File: config.mk
export PLATFORM = sky130hd
export DESIGN_NAME = noncoh_acc_flat
export DESIGN_NICKNAME = d
export VERILOG_FILES = /design/src/rtl/noncoh_acc_if.sv /design/src/rtl/noncoh_acc.sv /design/src/flat_wrapper.sv
export SDC_FILE = /design/constraint.sdc
export NUM_CORES = 2
export LEC_CHECK = 0
export BUFFER_PORTS_ARGS = -buffer_cell sky130_fd_sc_hd__buf_2
export CAP_MARGIN = 30
export CORE_ASPECT_RATIO = 0.7
export CORE_MARGIN = 2
export CORE_UTILIZATION = 50
export DETAILED_ROUTE_END_ITERATION = 10
export PLACE_DENSITY = 0.77
export SLEW_MARGIN = 30
export SYNTH_ARGS = -nofsm -noshare
export SYNTH_HDL_FRONTEND = slang
export SYNTH_SLANG_ARGS = --single-unit
File: constraint.sdc
create_clock -name clk -period 24.4 [get_ports clk]
set_clock_uncertainty 0.1 [all_clocks]
set_input_delay 1.22 -clock clk [delete_from_list [all_inputs] [get_ports clk]]
set_output_delay 1.22 -clock clk [all_outputs]
set_load 0.03 [all_outputs]
File: src/rtl/noncoh_acc_if.sv
// Signal bundle between the non-coherent accumulator, its sequencer and its two RAMs.
// slave: the accumulator's side. master: the sequencer/RAM side.
interface noncoh_acc_if #(
   parameter int NC_WIDTH = 16
);
   logic                    start;
   logic                    abort;
   logic                    first_noncoh;
   logic                    last_noncoh;
   logic [3:0]              max_exp;
   logic                    busy;
   logic                    done;
   logic                    coh_rd;
   logic [9:0]              coh_addr;
   logic [191:0]            coh_d4rd;
   logic                    nc_rd;
   logic [9:0]              nc_raddr;
   logic [8*NC_WIDTH-1:0]   nc_d4rd;
   logic                    nc_we;
   logic [9:0]              nc_waddr;
   logic [8*NC_WIDTH-1:0]   nc_d4wt;
   logic                    peak_valid;
   logic [NC_WIDTH-1:0]     peak_amp;
   logic [9:0]              peak_cor;
   logic [2:0]              peak_freq;

   modport slave (
      input  start, abort, first_noncoh, last_noncoh, max_exp, coh_d4rd, nc_d4rd,
      output busy, done, coh_rd, coh_addr, nc_rd, nc_raddr, nc_we, nc_waddr, nc_d4wt,
             peak_valid, peak_amp, peak_cor, peak_freq
   );

   modport master (
      output start, abort, first_noncoh, last_noncoh, max_exp, coh_d4rd, nc_d4rd,
      input  busy, done, coh_rd, coh_addr, nc_rd, nc_raddr, nc_we, nc_waddr, nc_d4wt,
             peak_valid, peak_amp, peak_cor, peak_freq
   );
endinterface

File: src/rtl/noncoh_acc.sv
// Non-coherent accumulation: sweeps the coherent RAM once per start, adds per-lane amplitude
// estimates into the non-coherent RAM and, on the last round, tracks the peak cell.
module noncoh_acc #(
   parameter int COH_DATA_NUMBER = 682,
   parameter int NC_WIDTH        = 16
) (
   input  logic         clk,
   input  logic         rst_b,
   noncoh_acc_if.slave  bus
);
   localparam int                  LANES     = 8;
   localparam logic [9:0]          LAST_ADDR = 10'(COH_DATA_NUMBER - 1);
   localparam logic [NC_WIDTH-1:0] NC_MAX    = '1;

   typedef enum logic [1:0] {IDLE, RUN, FLUSH, DONE} state_t;

   // Lane layout {I[9:0], Q[9:0], exp[3:0]}; magnitudes are 10-bit unsigned so |-512| = 512.
   function automatic logic [10:0] lane_amp(input logic [23:0] lane, input logic [3:0] max_exp);
      logic [9:0] i_mag;
      logic [9:0] q_mag;
      logic [9:0] hi;
      logic [9:0] lo;
      logic [3:0] sh;
      i_mag = lane[23] ? (~lane[23:14] + 10'd1) : lane[23:14];
      q_mag = lane[13] ? (~lane[13:4] + 10'd1) : lane[13:4];
      sh    = (lane[3:0] >= max_exp) ? 4'd0 : max_exp - lane[3:0];
      if (sh >= 4'd10) begin
         i_mag = '0;
         q_mag = '0;
      end else begin
         i_mag = i_mag >> sh;
         q_mag = q_mag >> sh;
      end
      hi = (i_mag >= q_mag) ? i_mag : q_mag;
      lo = (i_mag >= q_mag) ? q_mag : i_mag;
      return {1'b0, hi} + {2'b00, lo[9:1]};
   endfunction

   state_t                           state_q, state_d;
   logic [9:0]                       addr_q;
   logic [3:0]                       max_exp_q;
   logic                             first_q;
   logic                             last_q;

   logic                             s0_valid_q, s0_last_q;
   logic [9:0]                       s0_addr_q;
   logic                             s1_valid_q, s1_last_q;
   logic [9:0]                       s1_addr_q;
   logic [LANES-1:0][23:0]           s1_coh_q;
   logic [LANES-1:0][NC_WIDTH-1:0]   s1_old_q;
   logic                             s2_valid_q, s2_last_q;
   logic [9:0]                       s2_addr_q;
   logic [LANES-1:0][10:0]           s2_amp_q;
   logic [LANES-1:0][NC_WIDTH-1:0]   s2_old_q;

   logic [LANES-1:0][NC_WIDTH-1:0]   sum;
   logic                             pk_hit;
   logic [NC_WIDTH-1:0]              pk_amp_d;
   logic [2:0]                       pk_lane_d;

   logic                             peak_valid_q;
   logic [NC_WIDTH-1:0]              peak_amp_q;
   logic [9:0]                       peak_cor_q;
   logic [2:0]                       peak_freq_q;

   logic accept;
   logic abort_hit;
   logic issue;

   assign accept    = (state_q == IDLE) && bus.start;
   assign abort_hit = (state_q != IDLE) && bus.abort;
   assign issue     = (state_q == RUN);

   // NOTE: state registers use non-blocking assignments so every flop samples pre-edge values.
   always_ff @(posedge clk or negedge rst_b) begin
      if (!rst_b) state_q <= IDLE;
      else        state_q <= state_d;
   end

   // NOTE: state_d is defaulted before the case so no path leaves it unassigned (no latch).
   always_comb begin
      state_d = state_q;
      unique case (state_q)
         IDLE:    if (bus.start) state_d = RUN;
         RUN:     if (addr_q == LAST_ADDR) state_d = FLUSH;
         FLUSH:   if (s2_valid_q && s2_last_q) state_d = DONE;
         DONE:    state_d = IDLE;
         default: state_d = IDLE;
      endcase
      if (abort_hit) state_d = IDLE;
   end

   // Sweep parameters are frozen at start; the address holds at the last entry once reached.
   always_ff @(posedge clk or negedge rst_b) begin
      if (!rst_b) begin
         addr_q    <= '0;
         max_exp_q <= '0;
         first_q   <= 1'b0;
         last_q    <= 1'b0;
      end else if (accept) begin
         addr_q    <= '0;
         max_exp_q <= bus.max_exp;
         first_q   <= bus.first_noncoh;
         last_q    <= bus.last_noncoh;
      end else if (issue && (addr_q != LAST_ADDR)) begin
         addr_q    <= addr_q + 10'd1;
      end
   end

   // NOTE: datapath registers are reset as well so every derived output reads 0 out of reset.
   always_ff @(posedge clk or negedge rst_b) begin
      if (!rst_b) begin
         s0_valid_q <= 1'b0;
         s0_last_q  <= 1'b0;
         s0_addr_q  <= '0;
         s1_valid_q <= 1'b0;
         s1_last_q  <= 1'b0;
         s1_addr_q  <= '0;
         s1_coh_q   <= '0;
         s1_old_q   <= '0;
         s2_valid_q <= 1'b0;
         s2_last_q  <= 1'b0;
         s2_addr_q  <= '0;
         s2_amp_q   <= '0;
         s2_old_q   <= '0;
      end else begin
         s0_valid_q <= issue && !abort_hit;
         s0_last_q  <= (addr_q == LAST_ADDR);
         s0_addr_q  <= addr_q;

         s1_valid_q <= s0_valid_q && !abort_hit;
         s1_last_q  <= s0_last_q;
         s1_addr_q  <= s0_addr_q;
         s1_coh_q   <= bus.coh_d4rd;
         s1_old_q   <= first_q ? '0 : bus.nc_d4rd;

         s2_valid_q <= s1_valid_q && !abort_hit;
         s2_last_q  <= s1_last_q;
         s2_addr_q  <= s1_addr_q;
         for (int k = 0; k < LANES; k++) begin
            s2_amp_q[k] <= lane_amp(s1_coh_q[k], max_exp_q);
         end
         s2_old_q   <= s1_old_q;
      end
   end

   always_comb begin : acc_sum
      logic [NC_WIDTH:0] wide;
      wide = '0;
      sum  = '0;
      for (int k = 0; k < LANES; k++) begin
         wide   = {1'b0, s2_old_q[k]} + (NC_WIDTH+1)'(s2_amp_q[k]);
         sum[k] = wide[NC_WIDTH] ? NC_MAX : wide[NC_WIDTH-1:0];
      end
   end

   // Strictly-greater scan from lane 0 up: lowest lane wins a tie, earlier addresses win overall.
   always_comb begin
      pk_hit    = 1'b0;
      pk_amp_d  = peak_amp_q;
      pk_lane_d = '0;
      for (int k = 0; k < LANES; k++) begin
         if (sum[k] > pk_amp_d) begin
            pk_hit    = 1'b1;
            pk_amp_d  = sum[k];
            pk_lane_d = 3'(k);
         end
      end
   end

   always_ff @(posedge clk or negedge rst_b) begin
      if (!rst_b) begin
         peak_valid_q <= 1'b0;
         peak_amp_q   <= '0;
         peak_cor_q   <= '0;
         peak_freq_q  <= '0;
      end else if (accept && bus.last_noncoh) begin
         peak_valid_q <= 1'b0;
         peak_amp_q   <= '0;
         peak_cor_q   <= '0;
         peak_freq_q  <= '0;
      end else begin
         if (s2_valid_q && last_q && pk_hit) begin
            peak_amp_q  <= pk_amp_d;
            peak_cor_q  <= s2_addr_q;
            peak_freq_q <= pk_lane_d;
         end
         if ((state_q == DONE) && last_q && !abort_hit) peak_valid_q <= 1'b1;
      end
   end

   assign bus.busy       = (state_q != IDLE);
   assign bus.done       = (state_q == DONE);
   assign bus.coh_rd     = issue;
   assign bus.coh_addr   = addr_q;
   assign bus.nc_rd      = issue && !first_q;
   assign bus.nc_raddr   = addr_q;
   assign bus.nc_we      = s2_valid_q;
   assign bus.nc_waddr   = s2_addr_q;
   assign bus.nc_d4wt    = sum;
   assign bus.peak_valid = peak_valid_q;
   assign bus.peak_amp   = peak_amp_q;
   assign bus.peak_cor   = peak_cor_q;
   assign bus.peak_freq  = peak_freq_q;
endmodule

File: src/flat_wrapper.sv
// flat-port wrapper written by rule: the top's interface ports become plain ports
module noncoh_acc_flat 
#(
   parameter int COH_DATA_NUMBER = 682,
   parameter int NC_WIDTH        = 16
)
  (clk, rst_b, bus_start, bus_abort, bus_first_noncoh, bus_last_noncoh, bus_max_exp, bus_coh_d4rd, bus_nc_d4rd, bus_busy, bus_done, bus_coh_rd, bus_coh_addr, bus_nc_rd, bus_nc_raddr, bus_nc_we, bus_nc_waddr, bus_nc_d4wt, bus_peak_valid, bus_peak_amp, bus_peak_cor, bus_peak_freq);
  noncoh_acc_if #(.NC_WIDTH(NC_WIDTH)) bus_i ();
  input  logic clk;
  input  logic rst_b;
  input wire logic [$bits(bus_i.start)-1:0] bus_start;
  input wire logic [$bits(bus_i.abort)-1:0] bus_abort;
  input wire logic [$bits(bus_i.first_noncoh)-1:0] bus_first_noncoh;
  input wire logic [$bits(bus_i.last_noncoh)-1:0] bus_last_noncoh;
  input wire logic [$bits(bus_i.max_exp)-1:0] bus_max_exp;
  input wire logic [$bits(bus_i.coh_d4rd)-1:0] bus_coh_d4rd;
  input wire logic [$bits(bus_i.nc_d4rd)-1:0] bus_nc_d4rd;
  output wire logic [$bits(bus_i.busy)-1:0] bus_busy;
  output wire logic [$bits(bus_i.done)-1:0] bus_done;
  output wire logic [$bits(bus_i.coh_rd)-1:0] bus_coh_rd;
  output wire logic [$bits(bus_i.coh_addr)-1:0] bus_coh_addr;
  output wire logic [$bits(bus_i.nc_rd)-1:0] bus_nc_rd;
  output wire logic [$bits(bus_i.nc_raddr)-1:0] bus_nc_raddr;
  output wire logic [$bits(bus_i.nc_we)-1:0] bus_nc_we;
  output wire logic [$bits(bus_i.nc_waddr)-1:0] bus_nc_waddr;
  output wire logic [$bits(bus_i.nc_d4wt)-1:0] bus_nc_d4wt;
  output wire logic [$bits(bus_i.peak_valid)-1:0] bus_peak_valid;
  output wire logic [$bits(bus_i.peak_amp)-1:0] bus_peak_amp;
  output wire logic [$bits(bus_i.peak_cor)-1:0] bus_peak_cor;
  output wire logic [$bits(bus_i.peak_freq)-1:0] bus_peak_freq;
  assign bus_i.start = bus_start;
  assign bus_i.abort = bus_abort;
  assign bus_i.first_noncoh = bus_first_noncoh;
  assign bus_i.last_noncoh = bus_last_noncoh;
  assign bus_i.max_exp = bus_max_exp;
  assign bus_i.coh_d4rd = bus_coh_d4rd;
  assign bus_i.nc_d4rd = bus_nc_d4rd;
  assign bus_busy = bus_i.busy;
  assign bus_done = bus_i.done;
  assign bus_coh_rd = bus_i.coh_rd;
  assign bus_coh_addr = bus_i.coh_addr;
  assign bus_nc_rd = bus_i.nc_rd;
  assign bus_nc_raddr = bus_i.nc_raddr;
  assign bus_nc_we = bus_i.nc_we;
  assign bus_nc_waddr = bus_i.nc_waddr;
  assign bus_nc_d4wt = bus_i.nc_d4wt;
  assign bus_peak_valid = bus_i.peak_valid;
  assign bus_peak_amp = bus_i.peak_amp;
  assign bus_peak_cor = bus_i.peak_cor;
  assign bus_peak_freq = bus_i.peak_freq;
  noncoh_acc #(.COH_DATA_NUMBER(COH_DATA_NUMBER), .NC_WIDTH(NC_WIDTH)) u_core (.clk(clk), .rst_b(rst_b), .bus(bus_i));
endmodule
# After elaboration in Yosys (flattened, before gate mapping)
# Cells that the tools add are included.
# word_totals
ff_bits	620
wordCells	287
# classes
bitwise	16
eq_ne	8
add_sub_neg	41
shift	16
order_cmp	32
muxes	103
reduce_logical	21
# ops
cell	count
$mux 10	52
$mux 16	18
$add 10x1->10 const B	17
$not 10->10	16
$shr 10x4->10	16
$add 16x11->17	8
$gt 16x16->1	8
$mux 128	1
$add 10x9->11	8
$ge 10x10->1	8
$ge 4x4->1	8
$ge 4x4->1 const B	8
$mux 4	8
$sub 4x4->4	8
$mux 3	6
$logic_and 1x1->1	13
$mux 2	6
$mux 1	11
$eq 10x10->1 const B	1
$ne 10x10->1 const B	1
$pmux 2 s4	1
$reduce_bool 2->1	4
$ne 3x2->1 const B	2
$eq 2x2->1 const B	2
5 further kinds	6

# Logic depth before layout (Yosys ltp)
# logic_depth
depth_word	21
ltp_mapped	96
depth_no_buf	81

# Worst setup path before layout
# OpenSTA, ideal clock, no wires.
# synth_timing
path_kind	reg2reg
from	reg u_core.s2_old_q[0] (netlist name)
to	reg u_core.peak_cor_q[5] (netlist: u_core.bus.peak_cor[5])
synth_period_minus_slack_ns	19.696
slack_ns	4.704
n_path_buf	19
setup_ns	0.078
arrival_time_ns	19.518
stages_incl_launch_ff	86
required_time_ns	24.222
path_cell_list	dfrtp_1 -> ha_1 -> fa_1 -> a211oi_2 -> nor4_2 -> a2111oi_4 -> or2_2 -> clkbuf_1 -> o21ai_0 -> ha_1 -> nand4_1 -> nor2_1 -> a211o_1 -> o31a_2 -> clkbuf_1 -> clkbuf_1 -> nor2_1 -> a21oi_1 -> (+50 left out) -> o21ai_0 -> a221oi_1 -> nor2_1 -> a21oi_1 -> clkbuf_1 -> mux2_2 -> a21oi_1 -> ha_1 -> a21o_1 -> a21oi_1 -> nor2_1 -> a211oi_1 -> a22o_1 -> a31o_2 -> buf_2 -> buf_2 -> nand2_1 -> a21oi_1
# synth_between
elab_chain_len	20
# synth_lines
element	line_no	source
from (decl)	noncoh_acc.sv:54	logic [LANES-1:0][NC_WIDTH-1:0] s2_old_q;
from (signal assigned)	noncoh_acc.sv:143	s2_old_q <= s1_old_q;
$add 16x11->17 *	noncoh_acc.sv:152	wide = {1'b0, s2_old_q[k]} + (NC_WIDTH+1)'(s2_amp_q[k]);
$mux 16 *	noncoh_acc.sv:153	sum[k] = wide[NC_WIDTH] ? NC_MAX : wide[NC_WIDTH-1:0];
via bus_nc_d4wt[11]	flat_wrapper.sv:26	output wire logic [$bits(bus_i.nc_d4wt)-1:0] bus_nc_d4wt;
$gt 16x16->1	noncoh_acc.sv:163	if (sum[k] > pk_amp_d) begin
$mux 16	noncoh_acc.sv:163	
$gt 16x16->1	noncoh_acc.sv:163	
$mux 16	noncoh_acc.sv:163	
$gt 16x16->1	noncoh_acc.sv:163	
(+5 left out)	-	
$gt 16x16->1	noncoh_acc.sv:163	
$mux 16	noncoh_acc.sv:163	
$gt 16x16->1	noncoh_acc.sv:163	
$mux 16	noncoh_acc.sv:163	
$gt 16x16->1	noncoh_acc.sv:163	
$mux 1 *	noncoh_acc.sv:163	
$logic_and 1x1->1 *	noncoh_acc.sv:183	if (s2_valid_q && last_q && pk_hit) begin
$reduce_bool 2->1 (no source line) *	-	
to (signal assigned)	noncoh_acc.sv:185	peak_cor_q <= s2_addr_q;
to (decl)	noncoh_acc.sv:63	logic [9:0] peak_cor_q;
# The timed path passes the listed nets; every way through them passes the cells marked *.
# A chain may end at the register's enable or synchronous reset.

# Worst setup path in the final report
# layout_timing
from	reg u_core.s2_old_q[0] (netlist name)
to	reg u_core.peak_amp_q[10] (netlist: u_core.bus.peak_amp[10])
# layout_between
elab_chain_len	20
# layout_lines
element	line_no	source
$add 16x11->17 *	noncoh_acc.sv:152	
$mux 16 *	noncoh_acc.sv:153	
$gt 16x16->1	noncoh_acc.sv:163	
$mux 16	noncoh_acc.sv:163	
$gt 16x16->1	noncoh_acc.sv:163	
$mux 16	noncoh_acc.sv:163	
$gt 16x16->1	noncoh_acc.sv:163	
$mux 16	noncoh_acc.sv:163	
(+4 left out)	-	
$gt 16x16->1	noncoh_acc.sv:163	
$mux 16	noncoh_acc.sv:163	
$gt 16x16->1	noncoh_acc.sv:163	
$mux 16	noncoh_acc.sv:163	
$gt 16x16->1	noncoh_acc.sv:163	
$mux 16 / $mux 1 (equally long branches)	noncoh_acc.sv:163	
$mux 16 / $logic_and 1x1->1 (equally long branches)	noncoh_acc.sv:183	
$mux 16 / $reduce_bool 2->1 (equally long branches)	-	
to (signal assigned)	noncoh_acc.sv:184	peak_amp_q <= pk_amp_d;
to (decl)	noncoh_acc.sv:62	logic [NC_WIDTH-1:0] peak_amp_q;
# Every way passes the cells marked *; elsewhere a longest branch is shown, timed or not. The select of a mux whose other input is x is not followed.

==> impl_metrics.toml <==
[timing]
min_period_over_period_pct = 91.5
hold_viol = 0
fin_tns_setup_ns = 0
setup_violations = 0
fmax_mhz = 44.8
slew_headroom_pct = 33.1
worstMarginPinSlew_ns = 0.991
fin_crit_ns = 22.33
slew_violations = 0
rsz0062_at_grt = "false"

[worst_setup_path]
critPathMaxFanout = 32
path_class = "reg -> reg"
rrSetupSlack_ns = 2.07
cp-start-kind = "register"
path_common_cell = "ha_1"
worst_r2r_path_depth = 78
reg2reg_to = "u_core.bus.peak_amp[10]"
crit_required_ns = 24.85
timing.rr.start = "u_core.s2_old_q[0]"
worstSetupEndpointType = "register"
slowest_delay_ns = 0.80
crit_arrival_ns = 22.79
critPathSlowestCell = "a31o_2"

[final_layout]
layout_commonest_cell = "dfrtp_1"
nets = 6187
area.growth.synth_to_final_pct = 13.5
final_cell_mix = "618 x dfrtp_1, 560 x nand2_1, 521 x buf_2"
drive_gt1_share_pct = 15.8

[routing]
met3_length_mm = 11.5
wl_met2_mm = 56.4
top_layer_used = "met5"
wl_met1_mm = 61.5
first_pass_iters = 8
via_per_inst = 5.83
drc = 0
num_vias = 38600
wire_per_inst_um = 20.3
ant_nets = 0
wl_mm = 134
initialDrtViolationCount = 3435

[yosys]
syn_area_mm2 = 0.0443
synthTopCellsByArea = "dfrtp_1 35%, ha_1 12%, nand2_1 4.8%"
synth_edf_count = 0
ys.flop_type = "dfrtp_1"
syn_avg_cell_area_um2 = 8.90
ys_seq_area_share_pct = 35.0
ys.warnings.count = 0
synth_top_cell_area_share_pct = 35.0
syn_nets = 5754
async_flop_share_pct = 100
yosys.area.top_type = "dfrtp_1"
synthDistinctLibCells = 95
ys_ff_latch = 620
syn_inst = 4978

[place]
gp_congestion = 1.00
dp_hpwl_mm = 105
port_buffers = 522

[clocking]
worstSkewPairLatency_ns = 0.66
clk_path_buf_depth = 3
cts.sinks = 620
htreeDepth = 3
clkTransAtPathRegs_ns = 0.06
ctsHoldBuffers = 0
cts_made_buffers = 66
cts_setup_buffers = 0
ctsResizeCount = 0
cts_tree = "yes"
cts_root_buf = "clkbuf_16"

[worst_hold_path]
min_from = "u_core.s1_old_q[32]"
hold_path.class = "reg -> reg"
holdPathStages = 0
holdPathEnd = "u_core.s2_old_q[32]"

[floorplan]
core_mm2 = 0.0879
die_y_um = 253
dieWidth_um = 360
placement_rows = 91
pin_count = 523
die_area_mm2 = 0.0910
initial_utilization_pct = 50.4

[status]
status = "completed"

[global_route]
grt_usage_pct = 28.9
grt_pass1_wl_mm = 206
grt_max_degree = 167
grt_overflow = 0
grt_pass1_vias = 36200
grt_antenna_before_repair = 13

[flow_run]
maxCapViolCount = 0
kinds of logic (layout without fill, tap and decap cells):
| logic type | count (synthesis) | in the layout | share of synthesized area [%] |
|---|---|---|---|
| AO/OA/AOI/OAI | 1308 | 1308 | 19.2 |
| XOR/XNOR | 225 | 225 | 4.45 |
| adder cells (fa/ha/maj) | 446 | 446 | 13.0 |
| buffers and inverters | 531 | 1013 | 4.63 |
| flip-flops | 620 | 620 | 35.0 |
| multiplexers | 258 | 258 | 6.74 |
| other | 0 | 7 | 0 |
| AND/OR/NAND/NOR | 1590 | 1590 | 16.9 |
per-stage QoR:
step	utilization, %	hold WS, ns	std cells	area (um2)	setup WS (ns)
floorplan	-	0.231	4978	44300	4.70
global placement	54.6	0.232	6501	48000	2.70
global route	57.2	0.244	6629	50300	0.295
finish	57.2	0.235	6629	50300	2.07
CTS	57.0	0.233	6618	50100	2.39
detailed placement	54.6	0.235	6501	48000	2.50
routing by layer:
metal / vias up / global-route usage (%)
li1: 18500 / -
met1: 18500 / 41.1
met3: 233 / 7.26
met2: 1382 / 42.4
met5: - / 0
met4: 2 / 10.4
layout make-up:
cell class | instances | area, um2
Clock inverter | 29 | 308
Fill cell | 7789 | 37600
Multi-Input combinational cell | 3827 | 26800
Inverter | 323 | 1210
Sequential cell | 620 | 15500
Tap cell | 1162 | 1450
Antenna cell | 7 | 17.5
Clock buffer | 88 | 1880
Timing Repair Buffer | 573 | 3090
how the worst max path moves through the flow:
stage                                  start  slack [ns]  depth (start not counted)                 endpoint
after detailed placement  u_core.s2_old_q[0]        2.50                         77  u_core.bus.peak_amp[10]
after global placement    u_core.s2_old_q[0]        2.70                         77  u_core.bus.peak_amp[10]
after CTS                 u_core.s2_old_q[0]        2.39                         77  u_core.bus.peak_amp[10]
after floorplan           u_core.s2_old_q[0]        4.70                         85   u_core.bus.peak_cor[5]
final                     u_core.s2_old_q[0]        2.07                         78  u_core.bus.peak_amp[10]
after global routing      u_core.s2_old_q[0]        0.29                         79  u_core.bus.peak_amp[10]
sequential cells by signal, summed over array words and instances, names as in the netlist:
name,flops
u_core.s1_coh_q,192
u_core.s1_old_q,128
u_core.s2_old_q,128
u_core.s2_amp_q,88
u_core.bus.peak_amp,16
u_core.bus.coh_addr,10
u_core.bus.nc_waddr,10
u_core.bus.peak_cor,10
u_core.s0_addr_q,10
u_core.s1_addr_q,10
u_core.max_exp_q,4
u_core.bus.peak_freq,3
u_core.state_q,2
u_core.bus.nc_we,1
u_core.bus.peak_valid,1
u_core.first_q,1
u_core.last_q,1
u_core.s0_last_q,1
u_core.s0_valid_q,1
u_core.s1_last_q,1
u_core.s1_valid_q,1
u_core.s2_last_q,1
worst max-delay path: cells and delay by family (launching register included):
family / cells / cell delay (ns)
AO/OA/AOI/OAI: 37 / 10.62
AND/OR/NAND/NOR: 21 / 4.89
flip-flops: 1 / 0.36
multiplexers: 4 / 1.68
buffers and inverters: 6 / 1.38
adder cells (fa/ha/maj): 10 / 3.12
synthesized netlist by cell type, types with 65 or more instances:
library cell	number
nand2b_1	83
ha_1	422
o211ai_1	95
mux2i_1	163
nor2b_1	162
xnor2_1	109
dfrtp_1	620
nand2_1	561
o21ai_0	295
a21o_1	117
nand3_1	102
a21oi_1	335
mux2_2	67
inv_1	322
o21a_1	65
clkbuf_1	178
nor2_1	362
nor3_1	83
xor2_1	116
Power is left out: the tool's default activity adds up to more than one toggle a clock period on the data nets, which glitch-free logic cannot reach.
